### config.mk
export PLATFORM = sky130hd
export DESIGN_NAME = vdp18_spr_eval
export DESIGN_NICKNAME = d
export VERILOG_FILES = /design/src/rtl/vdp18_spr_eval.sv
export SDC_FILE = /design/constraint.sdc
export NUM_CORES = 1
export LEC_CHECK = 0
export ABC_AREA = 1
export CORE_MARGIN = 5
export CORE_UTILIZATION = 50
export CTS_CLUSTER_DIAMETER = 200
export DETAILED_ROUTE_END_ITERATION = 6
export PLACE_DENSITY = 0.77
export SLEW_MARGIN = 0
export SYNTH_ARGS = -nofsm -noshare
export SYNTH_HDL_FRONTEND = slang
export SYNTH_SLANG_ARGS = --single-unit
export TNS_END_PERCENT = 100
### constraint.sdc
create_clock -name clk_i -period 3.52 [get_ports clk_i]
set_input_delay 1.056 -clock clk_i [delete_from_list [all_inputs] [get_ports clk_i]]
set_output_delay 1.056 -clock clk_i [all_outputs]
set_load 0.03 [all_outputs]
### src/rtl/vdp18_spr_eval.sv
// vdp18_spr_eval: per-line sprite attribute scanner over a VRAM req/ack port.
// Optional VDP18_SPR_HITCNT_EN adds hit_cnt_o and scans past the first overflow.
module vdp18_spr_eval #(
  parameter int MAX_SPR_LINE = 4,
  parameter int NUM_SPR      = 32,
  parameter int CNT_W        = $clog2(MAX_SPR_LINE + 1)
) (
  input  logic                      clk_i,
  input  logic                      reset_n_i,
  input  logic                      clk_en_i,
  input  logic                      start_i,
  input  logic [7:0]                line_i,
  input  logic [6:0]                reg_satb_i,
  input  logic                      reg_size1_i,
  input  logic                      reg_mag1_i,
  output logic                      vram_req_o,
  output logic [13:0]               vram_a_o,
  input  logic                      vram_ack_i,
  input  logic [7:0]                vram_d_i,
  output logic                      busy_o,
  output logic                      done_o,
  output logic [CNT_W-1:0]          spr_cnt_o,
  output logic [5*MAX_SPR_LINE-1:0] spr_num_o,
  output logic [4*MAX_SPR_LINE-1:0] spr_row_o,
`ifdef VDP18_SPR_HITCNT_EN
  output logic [5:0]                hit_cnt_o,
`endif
  output logic                      ovf_o,
  output logic [4:0]                ovf_num_o
);

  localparam logic [CNT_W-1:0] MAX_C = CNT_W'(MAX_SPR_LINE);
  localparam logic [4:0]       LAST  = 5'(NUM_SPR - 1);

  typedef enum logic [1:0] {
    IDLE,
    REQ,
    CHECK,
    DONE
  } state_t;

  state_t                    state_q;
  state_t                    state_d;
  logic                      got_q;
  logic [7:0]                y_q;
  logic [4:0]                num_q;
  logic [CNT_W-1:0]          cnt_q;
  logic [5*MAX_SPR_LINE-1:0] nums_q;
  logic [4*MAX_SPR_LINE-1:0] rows_q;
  logic                      ovf_q;
  logic [4:0]                ovfn_q;
  logic                      done_q;
`ifdef VDP18_SPR_HITCNT_EN
  logic [5:0]                hit_q;
`endif

  logic [7:0] d;
  logic [8:0] h;
  logic       vis;
  logic [3:0] row;
  logic       term;
  logic       full;
  logic       last;
  logic       stop;

  // Y is top line minus one; everything wraps mod 256
  assign d    = line_i - (y_q + 8'd1);
  assign h    = 9'd8 << ({1'b0, reg_size1_i} + {1'b0, reg_mag1_i});
  assign vis  = {1'b0, d} < h;
  assign row  = reg_mag1_i ? d[4:1] : d[3:0];
  assign term = (y_q == 8'hD0);
  assign full = (cnt_q == MAX_C);
  assign last = (num_q == LAST);
`ifdef VDP18_SPR_HITCNT_EN
  assign stop = term || last;
`else
  assign stop = term || last || (vis && full);
`endif

  // State register
  always_ff @(posedge clk_i or negedge reset_n_i) begin
    if (!reset_n_i) state_q <= IDLE;
    else            state_q <= state_d;
  end

  // Next state; every move waits for an access slot
  always_comb begin
    state_d = state_q;
    unique case (state_q)
      IDLE:  if (clk_en_i && start_i) state_d = REQ;
      REQ:   if (clk_en_i && (got_q || vram_ack_i)) state_d = CHECK;
      CHECK: if (clk_en_i) state_d = stop ? DONE : REQ;
      DONE:  if (clk_en_i) state_d = IDLE;
      default: state_d = IDLE;
    endcase
  end

  // Scan datapath: Y capture, slot fill, overflow tracking
  always_ff @(posedge clk_i or negedge reset_n_i) begin
    if (!reset_n_i) begin
      got_q  <= 1'b0;
      y_q    <= '0;
      num_q  <= '0;
      cnt_q  <= '0;
      nums_q <= '0;
      rows_q <= '0;
      ovf_q  <= 1'b0;
      ovfn_q <= '0;
      done_q <= 1'b0;
`ifdef VDP18_SPR_HITCNT_EN
      hit_q  <= '0;
`endif
    end else begin
      done_q <= clk_en_i && (state_q == DONE);
      unique case (state_q)
        IDLE: if (clk_en_i && start_i) begin
          got_q  <= 1'b0;
          num_q  <= '0;
          cnt_q  <= '0;
          nums_q <= '0;
          rows_q <= '0;
          ovf_q  <= 1'b0;
          ovfn_q <= '0;
`ifdef VDP18_SPR_HITCNT_EN
          hit_q  <= '0;
`endif
        end
        REQ: begin
          if (vram_ack_i && !got_q) y_q <= vram_d_i;
          if (clk_en_i && (got_q || vram_ack_i)) got_q <= 1'b0;
          else if (vram_ack_i) got_q <= 1'b1;
        end
        CHECK: if (clk_en_i) begin
          if (term) begin
            if (!ovf_q) ovfn_q <= num_q;
          end else begin
            if (last && !ovf_q) ovfn_q <= num_q;
            if (vis) begin
`ifdef VDP18_SPR_HITCNT_EN
              hit_q <= hit_q + 6'd1;
`endif
              if (full) begin
                if (!ovf_q) begin
                  ovf_q  <= 1'b1;
                  ovfn_q <= num_q;
                end
              end else begin
                for (int s = 0; s < MAX_SPR_LINE; s++) begin
                  if (cnt_q == s[CNT_W-1:0]) begin
                    nums_q[s*5 +: 5] <= num_q;
                    rows_q[s*4 +: 4] <= row;
                  end
                end
                cnt_q <= cnt_q + 1'b1;
              end
            end
            if (!stop) num_q <= num_q + 5'd1;
          end
        end
        default: ;
      endcase
    end
  end

  assign vram_req_o = (state_q == REQ) && !got_q;
  assign vram_a_o   = (state_q == REQ) ? {reg_satb_i, num_q, 2'b00} : '0;
  assign busy_o     = (state_q != IDLE);
  assign done_o     = done_q;
  assign spr_cnt_o  = cnt_q;
  assign spr_num_o  = nums_q;
  assign spr_row_o  = rows_q;
  assign ovf_o      = ovf_q;
  assign ovf_num_o  = ovfn_q;
`ifdef VDP18_SPR_HITCNT_EN
  assign hit_cnt_o  = hit_q;
`endif

endmodule

Word-level counts from Yosys, hierarchy flattened:

Cells that the tools add are included.

* flip-flop bits (word level): 62
* output and inout bits: 62
* word-level logic and storage cells: 131

* $add $sub $neg: 5
* $lt $le $gt $ge: 1
* equal/unequal tests: 24
* shift-type cells: 1
* muxes and demuxes: 56
* reductions and logical operators: 28

Operators with widths (count)
* $mux W20: 5
* $mux W16: 5
* $mux W5: 15
* $pmux W20 S2: 1
* $pmux W16 S2: 1
* $reduce_and A7 Y1: 4
* $ne A2 B2 Y1 const B: 13
* $mux W4: 5
* $pmux W5 S2: 2
* $mux W3: 5
* $mux W14: 1
* $reduce_and A6 Y1: 2
* $mux W2: 5
* $lt A8 B9 Y1: 1
* $shl A4 B2 Y9 const A: 1
* $add A8 B1 Y8 const B: 1
* $eq A8 B8 Y1 const B: 1
* $pmux W2 S4: 1
* $reduce_and A4 Y1: 2
* $sub A8 B8 Y8: 1
* $logic_and A1 B1 Y1: 7
* $mux W1: 7
* $eq A3 B2 Y1 const B: 2
* $ne A3 B3 Y1 const B: 2
* other kinds (18): 25

Longest topological paths before layout:

* depth in word-level cells: 9
* depth in mapped cells: 21
* depth with buffers taken out: 20

Worst setup path after synthesis:

No wires, ideal clock.

* path type: input port to flip-flop
* start point: input port line_i[0]
* end point: register nums_q[0] (netlist: spr_num_o[0])
* data arrival time: 3.492 ns
* required time: 3.455 ns
* slack: -0.036 ns
* cell stages on the path: 19
* path buffers: 0
* cell sequence: ha_1 fa_1 nand3_1 nand2_1 or2_2 nand2_1 inv_1 ha_1 o21ai_1 nand2_1 nand2_1 nand2_1 a21oi_1 nand2_2 nand2_2 nand2_4 nor2_4 nand2_1 nand2_1

* word-level cells in the longest chain between the ends: 4

RTL lines
* start, declared: RTL line 12 `input logic [7:0] line_i,`
* $sub A8 B8 Y8: RTL line 67 `assign d = line_i - (y_q + 8'd1);`
* $lt A8 B9 Y1: RTL line 69 `assign vis = {1'b0, d} < h;`
* $ne A2 B2 Y1 (no line)
* $reduce_and A7 Y1 (no line)
* end signal, assigned by index: RTL line 150 `nums_q[s*5 +: 5] <= num_q;`
* end, declared: RTL line 48 `logic [5*MAX_SPR_LINE-1:0] nums_q;`

Every way passes these cells.
A chain may end at the register's enable or synchronous reset.

Worst setup path after layout:

* start point: input port line_i[0]
* end point: register nums_q[18] (netlist: spr_num_o[18])

The elaborated chain is that of the path after synthesis.

==> flow_metrics.tcl <==
set metrics [dict create \
    status "completed" \
    min_period_over_period_pct 97.7 \
    worst_pin_slew_ns 0.770 \
    routed_wl_um 10100 \
    worst_slack_ns 0.0821 \
    fin_skew_ns 0.00715 \
    clkPwrFrac_pct 17.2 \
    cp.required_ns 3.80 \
    rows 31 \
    fin_nets 658 \
    first_global_vias 3562 \
    multi_input_area_sq_mm 0.00206 \
    hold_ws_ns 0.476 \
    grt_max_degree 63 \
    fin_crit_ns 3.44 \
    drive_gt1_share_pct 14.9 \
    antenna_left 0 \
    grt_usage_pct 22.8 \
    die_area_sq_mm 0.00913 \
    seq_area_frac_synth_pct 42.4 \
    avgSynthCellArea_sq_um 7.46 \
    worst_skew_pair.late_latency_ns 0.34 \
    crit_fanout 7 \
    cts_tree "built" \
    power_density_mw_per_mm2 848 \
    ys_warn_count 0 \
    syn-instance-count 491 \
    cts_buffers 9 \
    p_sw_mw 2.04 \
    finalCoreUtilization_pct 73.8 \
    diodes 0 \
    ioPinCount 92 \
    placedCellCount 688 \
    initial_utilization_pct 51.0 \
    via_count 3643 \
    syn_area_sq_mm 0.00366 \
    total_power_mw 4.49 \
    die_width_um 95.6 \
    fmax_mhz 291 \
    drt_first_iter_violations 214 \
    grt_pass1_wl_um 16400 \
    start_kind "input port" \
    syn2layout_area_growth_pct 44.7 \
    finalHoldViolations 0 \
    intPower_mw 2.45 \
    routedWlPerCell_um 14.2 \
    design_area_sq_mm 0.00530 \
    maxCapViolations 0 \
    pre_cts_ws_ns -0.643 \
    placed_cell_area_sq_mm 0.00476 \
    drcViolationCount 0 \
    relSlewSlack_pct 48.7 \
    swShare_pct 45.5 \
    synth.distinct_cells 33 \
    clock-sinks 62 \
    synth_edf_count 0 \
    dp_hpwl_um 7050 \
    setup_tns_ns 0 \
    cts_hold_buf 0 \
    setup_violations 0 \
    synthFlopType "dfrtp_1" \
    maxSlewViolCount 0 \
    clk_pin_slew_ns 0.08 \
    async_reset_ff_share_pct 100 \
    portBuffers 89 \
    overflow 0 \
    crit_path_end_kind "flip-flop" \
    cts_max_level 3 \
    antenna_found_initial 0 \
    p_seq_share_pct 22.9 \
    core_area_sq_mm 0.00718 \
    layoutNonFillerInstCount 710 \
    total_leakage_power_nw 2.66 \
    die_h_um 95.6 \
    path_class "input port to flip-flop" \
    combPwrFrac_pct 59.9 \
    clockBufferDepth 2 \
    fillers 524 \
    gp_congestion 0.896 \
    ir_worst_vdd_mv 0.689 \
    firstDrtPassIters 5 \
    critPathArrivalTime_ns 3.72 \
    viasPerCell 5.13 \
    seq_area_sq_mm 0.00155 \
    hp-class "flip-flop to flip-flop" \
    root_buffer "clkbuf_8" \
    ys_ff_latch 62 \
]
## registers in the layout, summed over array words and instances (netlist names)
| signal | cells |
|---|---|
| state_q | 2 |
| spr_num_o | 20 |
| num_q | 5 |
| spr_row_o | 16 |
| done_o | 1 |
| y_q | 8 |
| ovf_o | 1 |
| spr_cnt_o | 3 |
| ovf_num_o | 5 |
| got_q | 1 |
## cells by family after synthesis
kind of cell,Yosys count,share of synthesized area [%]
AOI/OAI and AO/OA,51,7.66
DFF,62,42.4
buffers and inverters,66,7.25
xor gates and xnor gates,7,1.67
other,1,0.102
and+or+nand+nor,276,31.5
muxes,6,1.67
adders and majority gates,22,7.72
## worst max-delay path, cell delays in order
cell             delay [ns]
clkdlybuf4s15_1        0.17
ha_2                   0.20
fa_2                   0.35
nand3_2                0.08
nand2_2                0.06
or2_4                  0.26
nand2_2                0.06
inv_2                  0.05
ha_4                   0.20
o21ai_1                0.07
nand2_1                0.07
nand2_1                0.06
nand2_1                0.07
a21oi_2                0.17
nand2_2                0.13
a21oi_4                0.20
buf_12                 0.17
buf_8                  0.13
nand3_1                0.08
nand2_1                0.09
## power groups by stage
stage / Clock [mW] / Combinational [mW] / Sequential [mW]
after floorplan: 0 / 1.27 / 1.23
after global placement: 0 / 2.18 / 1.03
after detailed placement: 0 / 2.25 / 1.03
after CTS: 0.780 / 2.52 / 1.02
after global routing: 0.811 / 2.93 / 1.05
final: 0.773 / 2.69 / 1.03
## placed cells by master (no fill, tap or decap), drive strengths merged, types with 4 or more instances in the layout
master         instances
nand2                187
clkdlybuf4s50         84
nand3                 31
a21oi                 24
dfrtp                 62
mux2i                  5
o21ai                 24
inv                   56
clkbuf                 9
buf                   22
nor2                  50
ha                    21
xnor2                  4
## layer usage
layer / part of all wire [%] / global-route usage (%) / wire length, um
met1: 43 / 29.0 / 4380
met3: 4.8 / 3.47 / 486
met5: 0 / 0 / 0
met2: 49 / 38.2 / 4990
met4: 2.3 / 10.1 / 232
## final timing paths
check / slack [ns] / depth (start not counted) / to / start
min in group asynchronous: 0.87 / 2 / spr_row_o[2] / reset_n_i
min: 0.48 / 2 / spr_num_o[10] / spr_num_o[10]
max in group asynchronous: 2.13 / 2 / y_q[4] / reset_n_i
max reg2reg: 0.49 / 21 / spr_num_o[18] / y_q[0]
max: 0.08 / 20 / spr_num_o[18] / line_i[0]
min reg2reg: 0.48 / 2 / spr_num_o[10] / spr_num_o[10]
## layout make-up
class                      count  area share (%)
multi-input combinational    366            38.8
sequential                    62            29.3
timing repair buffer         111            20.9
inverter                      56            3.97
clock buffer                   9            2.34
tap                           99            2.34
clock inverter                 7            2.32
## cell usage after synthesis, types with 2 or more instances
master    number  area, sq um
ha_1          21          263
xnor2_1        4         35.0
clkbuf_1       5         18.8
nand4_1        3         18.8
nor2_1        43          161
buf_4          2         15.0
inv_1         52          195
buf_2          2         10.0
dfrtp_1       62         1550
o21ai_1        2         10.0
xor2_1         3         26.3
nor2_2         2         12.5
inv_2          4         15.0
o21ai_2        2         17.5
nor2_4         3         33.8
mux2i_1        5         50.1
nand2_1      178          668
nand2_2        8         50.1
or2_2          3         18.8
nor3_1         2         10.0
nand3_1       31          155
a21oi_1       23          115
nand3b_1       2         15.0
o21ai_0       20          100
## what timing repair did
action / CTS / global route
endpoints found under the setup margin: 50 / 50
gates cloned: 3 / 0
setup buffers: 2 / 1
resized for setup: 21 / 27
pin swaps: 14 / 25
No activity file was read; power rests on OpenSTA's default activity.
